<file path="config.mk">
export PLATFORM = sky130hd
export DESIGN_NAME = dcache_flush_unit
export DESIGN_NICKNAME = d
export VERILOG_FILES = /design/src/rtl/dcache_flush_unit.sv
export SDC_FILE = /design/constraint.sdc
export NUM_CORES = 1
export LEC_CHECK = 0
export ABC_AREA = 1
export BUFFER_PORTS_ARGS = -buffer_cell sky130_fd_sc_hd__buf_2
export CORE_AREA = 2 2 251 229
export DETAILED_ROUTE_END_ITERATION = 12
export DIE_AREA = 0 0 253 231
export GPL_TIMING_DRIVEN = 0
export PLACE_DENSITY = 0.6
export SLEW_MARGIN = 20
export SYNTH_ARGS = -nofsm -noshare
export SYNTH_HDL_FRONTEND = slang
export SYNTH_SLANG_ARGS = --single-unit
export TNS_END_PERCENT = 30
</file>
<file path="constraint.sdc">
create_clock -name clk_i -period 17.3 [get_ports clk_i]
set_input_delay 4.325 -clock clk_i [delete_from_list [all_inputs] [get_ports clk_i]]
set_output_delay 4.325 -clock clk_i [all_outputs]
set_load 0.005 [all_outputs]
</file>
<file path="src/rtl/dcache_flush_unit.sv">
// dcache_flush_unit: walks every set of the write-back data cache on a flush
// request, writes back each valid+dirty line one at a time, invalidates the
// set, and acknowledges with a single-cycle pulse once the last set is done.
//
// Handshakes:
//   * meta: meta_req_o/meta_we_o/meta_addr_o are held stable until meta_gnt_i
//     is sampled high; read data returns on meta_*_i the cycle after the grant.
//   * wb: wb_valid_o with wb_set_o/wb_way_o/wb_tag_o is held stable until
//     wb_ready_i is sampled high (transfer on valid && ready); the unit then
//     waits for the wb_done_i pulse before issuing the next request, so at
//     most one writeback is ever outstanding.
module dcache_flush_unit #(
    parameter int NUM_SETS = 256,
    parameter int NUM_WAYS = 8,
    parameter int TAG_W    = 44,
    parameter int SET_W    = $clog2(NUM_SETS),
    parameter int WAY_W    = (NUM_WAYS > 1) ? $clog2(NUM_WAYS) : 1
) (
    input  logic                      clk_i,
    input  logic                      rst_i,
    input  logic                      flush_i,
    output logic                      flush_ack_o,
    output logic                      busy_o,
    output logic                      meta_req_o,
    output logic                      meta_we_o,
    output logic [SET_W-1:0]          meta_addr_o,
    input  logic                      meta_gnt_i,
    input  logic [NUM_WAYS-1:0]       meta_valid_i,
    input  logic [NUM_WAYS-1:0]       meta_dirty_i,
    input  logic [NUM_WAYS*TAG_W-1:0] meta_tag_i,
    output logic                      wb_valid_o,
    input  logic                      wb_ready_i,
    output logic [SET_W-1:0]          wb_set_o,
    output logic [WAY_W-1:0]          wb_way_o,
    output logic [TAG_W-1:0]          wb_tag_o,
    input  logic                      wb_done_i,
    // Current FSM state for debug/checkers; IDLE encodes as 0.
    output logic [3:0]                state_dbg_o
);

    typedef enum logic [3:0] {
        S_IDLE     = 4'd0,
        S_READ     = 4'd1,
        S_CAPTURE  = 4'd2,
        S_CHECK    = 4'd3,
        S_WB_REQ   = 4'd4,
        S_WB_WAIT  = 4'd5,
        S_INV      = 4'd6,
        S_DONE     = 4'd7,
        S_WAIT_LOW = 4'd8
    } state_e;

    state_e              state, state_nxt;
    logic [SET_W-1:0]    set_cnt;
    logic [NUM_WAYS-1:0] pend;
    logic [TAG_W-1:0]    tags_q [NUM_WAYS];
    logic [WAY_W-1:0]    way_q;
    logic [TAG_W-1:0]    tag_q;
    logic [WAY_W-1:0]    sel_way;
    logic                last_set;

    assign last_set = (set_cnt == SET_W'(NUM_SETS - 1));

    // State register.
    always_ff @(posedge clk_i or posedge rst_i) begin
        if (rst_i) state <= S_IDLE;
        else       state <= state_nxt;
    end

    // Next-state logic.
    always_comb begin
        state_nxt = state;
        case (state)
            S_IDLE:     if (flush_i)    state_nxt = S_READ;
            S_READ:     if (meta_gnt_i) state_nxt = S_CAPTURE;
            S_CAPTURE:                  state_nxt = S_CHECK;
            S_CHECK:    state_nxt = (|pend) ? S_WB_REQ : S_INV;
            S_WB_REQ:   if (wb_ready_i) state_nxt = S_WB_WAIT;
            S_WB_WAIT:  if (wb_done_i)  state_nxt = S_CHECK;
            S_INV:      if (meta_gnt_i) state_nxt = last_set ? S_DONE : S_READ;
            S_DONE:                     state_nxt = S_WAIT_LOW;
            S_WAIT_LOW: if (!flush_i)   state_nxt = S_IDLE;
            default:                    state_nxt = S_IDLE;
        endcase
    end

    // Output decode: purely from the registered state.
    always_comb begin
        flush_ack_o = (state == S_DONE);
        busy_o      = (state != S_IDLE) && (state != S_WAIT_LOW);
        meta_req_o  = (state == S_READ) || (state == S_INV);
        meta_we_o   = (state == S_INV);
        wb_valid_o  = (state == S_WB_REQ);
        state_dbg_o = state;
    end

    assign meta_addr_o = set_cnt;
    assign wb_set_o    = set_cnt;
    assign wb_way_o    = way_q;
    assign wb_tag_o    = tag_q;

    // Lowest pending way wins; scanning downwards leaves the smallest index.
    always_comb begin
        sel_way = '0;
        for (int i = NUM_WAYS - 1; i >= 0; i--) begin
            if (pend[i]) sel_way = WAY_W'(i);
        end
    end

    // Set counter, pending-writeback mask, captured tags and the latched line.
    always_ff @(posedge clk_i or posedge rst_i) begin
        if (rst_i) begin
            set_cnt <= '0;
            pend    <= '0;
            way_q   <= '0;
            tag_q   <= '0;
            for (int w = 0; w < NUM_WAYS; w++) tags_q[w] <= '0;
        end else begin
            case (state)
                S_IDLE: if (flush_i) set_cnt <= '0;
                S_CAPTURE: begin
                    pend <= meta_valid_i & meta_dirty_i;
                    for (int w = 0; w < NUM_WAYS; w++) tags_q[w] <= meta_tag_i[w*TAG_W +: TAG_W];
                end
                S_CHECK: begin
                    if (|pend) begin
                        pend  <= pend & ~(NUM_WAYS'(1) << sel_way);
                        way_q <= sel_way;
                        tag_q <= tags_q[sel_way];
                    end
                end
                S_INV: if (meta_gnt_i && !last_set) set_cnt <= set_cnt + 1'b1;
                default: ;
            endcase
        end
    end

endmodule

</file>
=== After elaboration in Yosys (flattened, before gate mapping) ===
Cells that the tools add are included.

* Word-level logic and storage cells: 76
* Input bits: 374
* Register bits: 419

* Shift operators: 1
* Reductions and logical operators: 13
* Magnitude comparators: 1
* Equality and inequality tests: 18
* Add/sub/neg operators: 1
* Bitwise operators: 4
* Mux-type cells: 25

{| class="wikitable"
|+ Operators by type and width
! cell !! number
|-
| 44-bit binary-select mux with 3-bit select || 1
|-
| 44-bit 2-to-1 mux || 2
|-
| 4-bit one-hot mux with 9 select lines || 1
|-
| 8-bit one-hot mux with 2 select lines || 2
|-
| 3-bit 2-to-1 mux || 9
|-
| 4-bit 2-to-1 mux || 6
|-
| 8-bit 2-to-1 mux || 3
|-
| 8-bit bitwise AND || 2
|-
| 4-bit by 3-bit equality test with 1-bit output, second input constant || 4
|-
| 2-bit inequality test, second input constant || 5
|-
| 8-bit by 1-bit adder with 8-bit output, second input constant || 1
|-
| 4-bit by 2-bit equality test with 1-bit output, second input constant || 2
|-
| 8-bit equality test, second input constant || 1
|-
| 8-bit NOT || 1
|-
| 8-bit OR reduction || 1
|-
| 1-bit by 3-bit << shifter with 8-bit output, first input constant || 1
|-
| 2-bit by 1-bit inequality test with 1-bit output, second input constant || 3
|-
| 6-bit AND reduction || 1
|-
| 4-bit by 1-bit equality test with 1-bit output, second input constant || 1
|-
| 4-bit equality test, second input constant || 1
|-
| 4-bit greater-or-equal comparator, second input constant || 1
|-
| 4-bit zero test || 1
|-
| 4-bit inequality test, second input constant || 1
|-
| 3-bit NOT with 4-bit output || 1
|-
| other kinds (8) || 11
|}

=== Longest topological paths before layout ===
* Depth after elaboration: 13
* Mapped depth: 13
* Gate-level depth less buffers: 12

=== Least setup slack after synthesis ===
Ideal clock, no wire load.

* Path kind: reg-to-output
* Start point: register state[3], in the netlist state_dbg_o[3]
* End point: output meta_we_o
* Cell stages (with the launch flop): 4
* Path slack: 12.124 ns
* Buffers on the path: 0
* Data arrival time: 0.851 ns
* Cells stage by stage: dfrtp_1 > nor2_2 > nand2_2 > inv_1

* Longest elaborated chain between the ends: 1

{| class="wikitable"
|+ Ends and longest elaborated chain
! what !! RTL line !! RTL
|-
| start: declaration || 53 || <nowiki>state_e state, state_nxt;</nowiki>
|-
| start signal: assignment || 67 || <nowiki>else state <= state_nxt;</nowiki>
|-
| 4-bit by 3-bit equality test with 1-bit output || 92 || <nowiki>meta_we_o = (state == S_INV);</nowiki>
|-
| end: declaration || 25 || <nowiki>output logic meta_we_o,</nowiki>
|}

Every way passes these cells.

=== Final worst setup path ===
Ends and elaborated chain as after synthesis.

==> impl_results.md <==
* CP Launch Point: state_dbg_o[3]
* Worst-path clk slew at 0.06 ns
* WP data required at 12.98 ns
* Total CTS buffers at 47
* FF+latch count, synth at 419
* CTS resizes at 0
* NumNets Final at 3449
* Hold_sp: wb_way_o[2]
* Leak at 0.0135 uW
* Area of the die at 0.0584 mm^2
* Clk root buf: clkbuf_16
* Vias at 20100
* Clk_lat worst skew at 0.59 ns
* Synthesized Nets at 2950
* CP startpoint kind: flip-flop
* Placed Instances at 3747
* Finished layout cell area at 0.0247 mm^2
* Count of final hold-check violations at 0
* Vias/cell at 5.23
* Relative slew margins at 18.1%
* Critical path peak fanout at 10
* DRT antenna net count at 0
* Peak supply drop at a little under 90 uV
* Post-CTS Setup Bufs at 0
* Total power at about 5400 uW
* Yosys warning count at 0
* CTS tree: done
* Slowest-stage cell, CP: dfrtp_1
* Pre-antenna DRT Iters at 9
* Routed wire per std cell at 22.3 um
* Clk sink count at 419
* Sequential share of the synthesized area at 52.6%
* Status: finished, final reports clean
* Min-Delay Path Depth at 2
* Fin crit period at 6.07 ns
* GPL Wtd Cong at 0.920
* GRT busiest layer: met2
* Met2 Use GR at 45.6%
* Height of the die at 231 um
* Core area at ~0.056 mm^2
* Tcrit/Tclk final at a little over a third
* Row count at 83
* Post-route insts no fill at 3833
* Max Fclk at 165 MHz
* Setup Skew at 0.0103 ns
* Area Overhead vs Synth at 23.8%
* Max-capacitance violation count at 0
* GRT Total Usage at 29.1%
* Placed Area at 0.0232 mm^2
* DRC viols at 0
* R2R depth at 10
* Largest net degree at the start of global routing at 101
* RSZ-0062 raised after global routing: false
* 1st-iter DRT viols at 2128
* Crit path capture type: primary output
* Die Wd at 253 um
* Post-Syn Area at 0.0199 mm^2
* Critical Path, Cell by Cell: nor2_2, nand2_2, inv_1, buf_2
* CTS Hold Bufs at 0
* Worst path max stage delay at 0.44 ns
* H-tree levels at 2
* I/O pin count at ~450
* M1 GR Usage at slightly above 40%
* Global-route wire length before repair at between 100 and 150 mm
* Post-Route WL at between 80 and 90 mm
* Pin slew with the least headroom to its limit at 1.23 ns
* Final HPWL DP at 63.1 mm
* Vias in the first global route at between 15000 and 20000
* Starting density of the core at between 30% and 40%
* Fin. max-slew vios at 0
* Distinct cells, synth at 32
* Hold Crit Class: reg -> reg
* Setup violations, final at 0
* Kind of critical path: reg -> out
* Synthesized area per cell at 7.74 um^2
* Total gr overflow at 0
* Pwr dens at 220 mW/mm^2
* Port Buffers at 445
* Met3 Track Usage GR at 4.99%
* Layout cells sized above 1 at a little over a fifth
* RR Startpoint: pend[5]
* Post-Synthesis Cells at 2575
* CTS max path bufs at 3
* Hold slack at 0.470 ns
* CP arrival at 1.75 ns
* Initial antenna violation count at 4
* Post-layout util at 44.0%
-- metrics by stage --
step                setup WS [ns]  setup TNS, ns
finish                      11.23              0
global route                11.11              0
CTS                         11.20              0
detailed placement          11.07              0
global placement            -3.91       -1603.84
floorplan                    1.31              0
-- power by group --
| group | switching (uW) | leakage [uW] | internal, uW |
|---|---|---|---|
| registers | 322 | 0.00519 | 1450 |
| logic | 1860 | 0.00755 | 805 |
| clock network | 424 | 0.000720 | 561 |
| total | 2600 | 0.0135 | 2820 |
-- worst max-delay path, delay by kind of cell, from the launching register on --
family / cells / cell delay [ns]
DFF: 1 / 0.44
and+or+nand+nor: 2 / 0.40
buffers and inverters: 2 / 0.31
-- final cells by class --
cell class,count,area (um^2)
antenna,5,12.5
clock buffer,70,1380
fill,5773,31400
clock inverter,11,82.6
timing repair buffer,450,2350
tap,722,903
multi-input combinational,1886,8220
inverter,76,293
sequential,419,10500
buffer,194,940
-- metal layers --
metal	vias up	routed length, um
met4	0	2910
met1	9607	37000
met5	-	0
li1	9322	-
met3	160	7230
met2	971	38500
-- final timing paths --
kind	slack, ns	to
min in group asynchronous	3.76	meta_addr_o[3]
setup / recovery	11.23	meta_we_o
max in group asynchronous	11.79	tags_q[280]
hold reg to reg	0.47	wb_way_o[2]
setup reg to reg	14.50	wb_tag_o[40]
hold / removal	0.47	wb_way_o[2]
-- Yosys cell counts --
library cell  count  share of area [%]
buf_2            95                2.4
or3_4             1              0.057
a31oi_1           1              0.031
a21oi_2           2              0.088
dfrtp_1         419                 53
inv_2            10               0.19
a31oi_2           1              0.063
nor2_1           10               0.19
o21ai_0           3              0.075
nand2_1        1318                 25
nand2_4           2               0.11
buf_6             2               0.11
nand2_2           4               0.13
inv_1            66                1.2
buf_1            14               0.26
o221ai_1          1              0.044
nand4_1         186                5.8
buf_4            19               0.72
or2_2             1              0.031
nor3_1            2              0.050
o31ai_1           5               0.19
nand3_1         274                6.9
xnor2_1           2              0.088
o22ai_1           1              0.031
o21ai_1          13               0.33
a21oi_4           1              0.082
nor2_2            3              0.094
nand3b_1         44                1.7
clkbuf_1         64                1.2
a21oi_1           7               0.18
ha_1              1              0.063
xor2_1            3               0.13
-- flip-flops by register name (all words and copies together), names as in the netlist --
signal / count
tags_q: 352
state_dbg_o: 4
meta_addr_o: 8
wb_tag_o: 44
pend: 8
wb_way_o: 3
-- logic make-up (layout without fill, tap and decap cells) --
group | Yosys count | in the layout | share of synthesized area [%]
AOI/OAI and AO/OA | 35 | 35 | 1.11
buffers and inverters | 270 | 801 | 6.12
adders and majority gates | 1 | 1 | 0.0628
other | 0 | 5 | 0
and+or+nand+nor | 1845 | 1845 | 39.9
DFF | 419 | 419 | 52.6
xor gates and xnor gates | 5 | 5 | 0.220
-- cell usage in the layout, fill, tap and decap left out, drive strengths merged --
cell	count
o31ai	5
nand3	274
bufinv	1
nand2	1324
inv	76
buf	580
nor3	2
clkinvlp	1
xnor2	2
nor2	13
clkinv	9
o21ai	16
a21oi	10
dfrtp	419
or2	1
nand3b	44
or3	1
diode	5
o221ai	1
nand4	186
a31oi	2
xor2	3
ha	1
o22ai	1
clkbuf	134
Power figures use the tool's default switching activity.
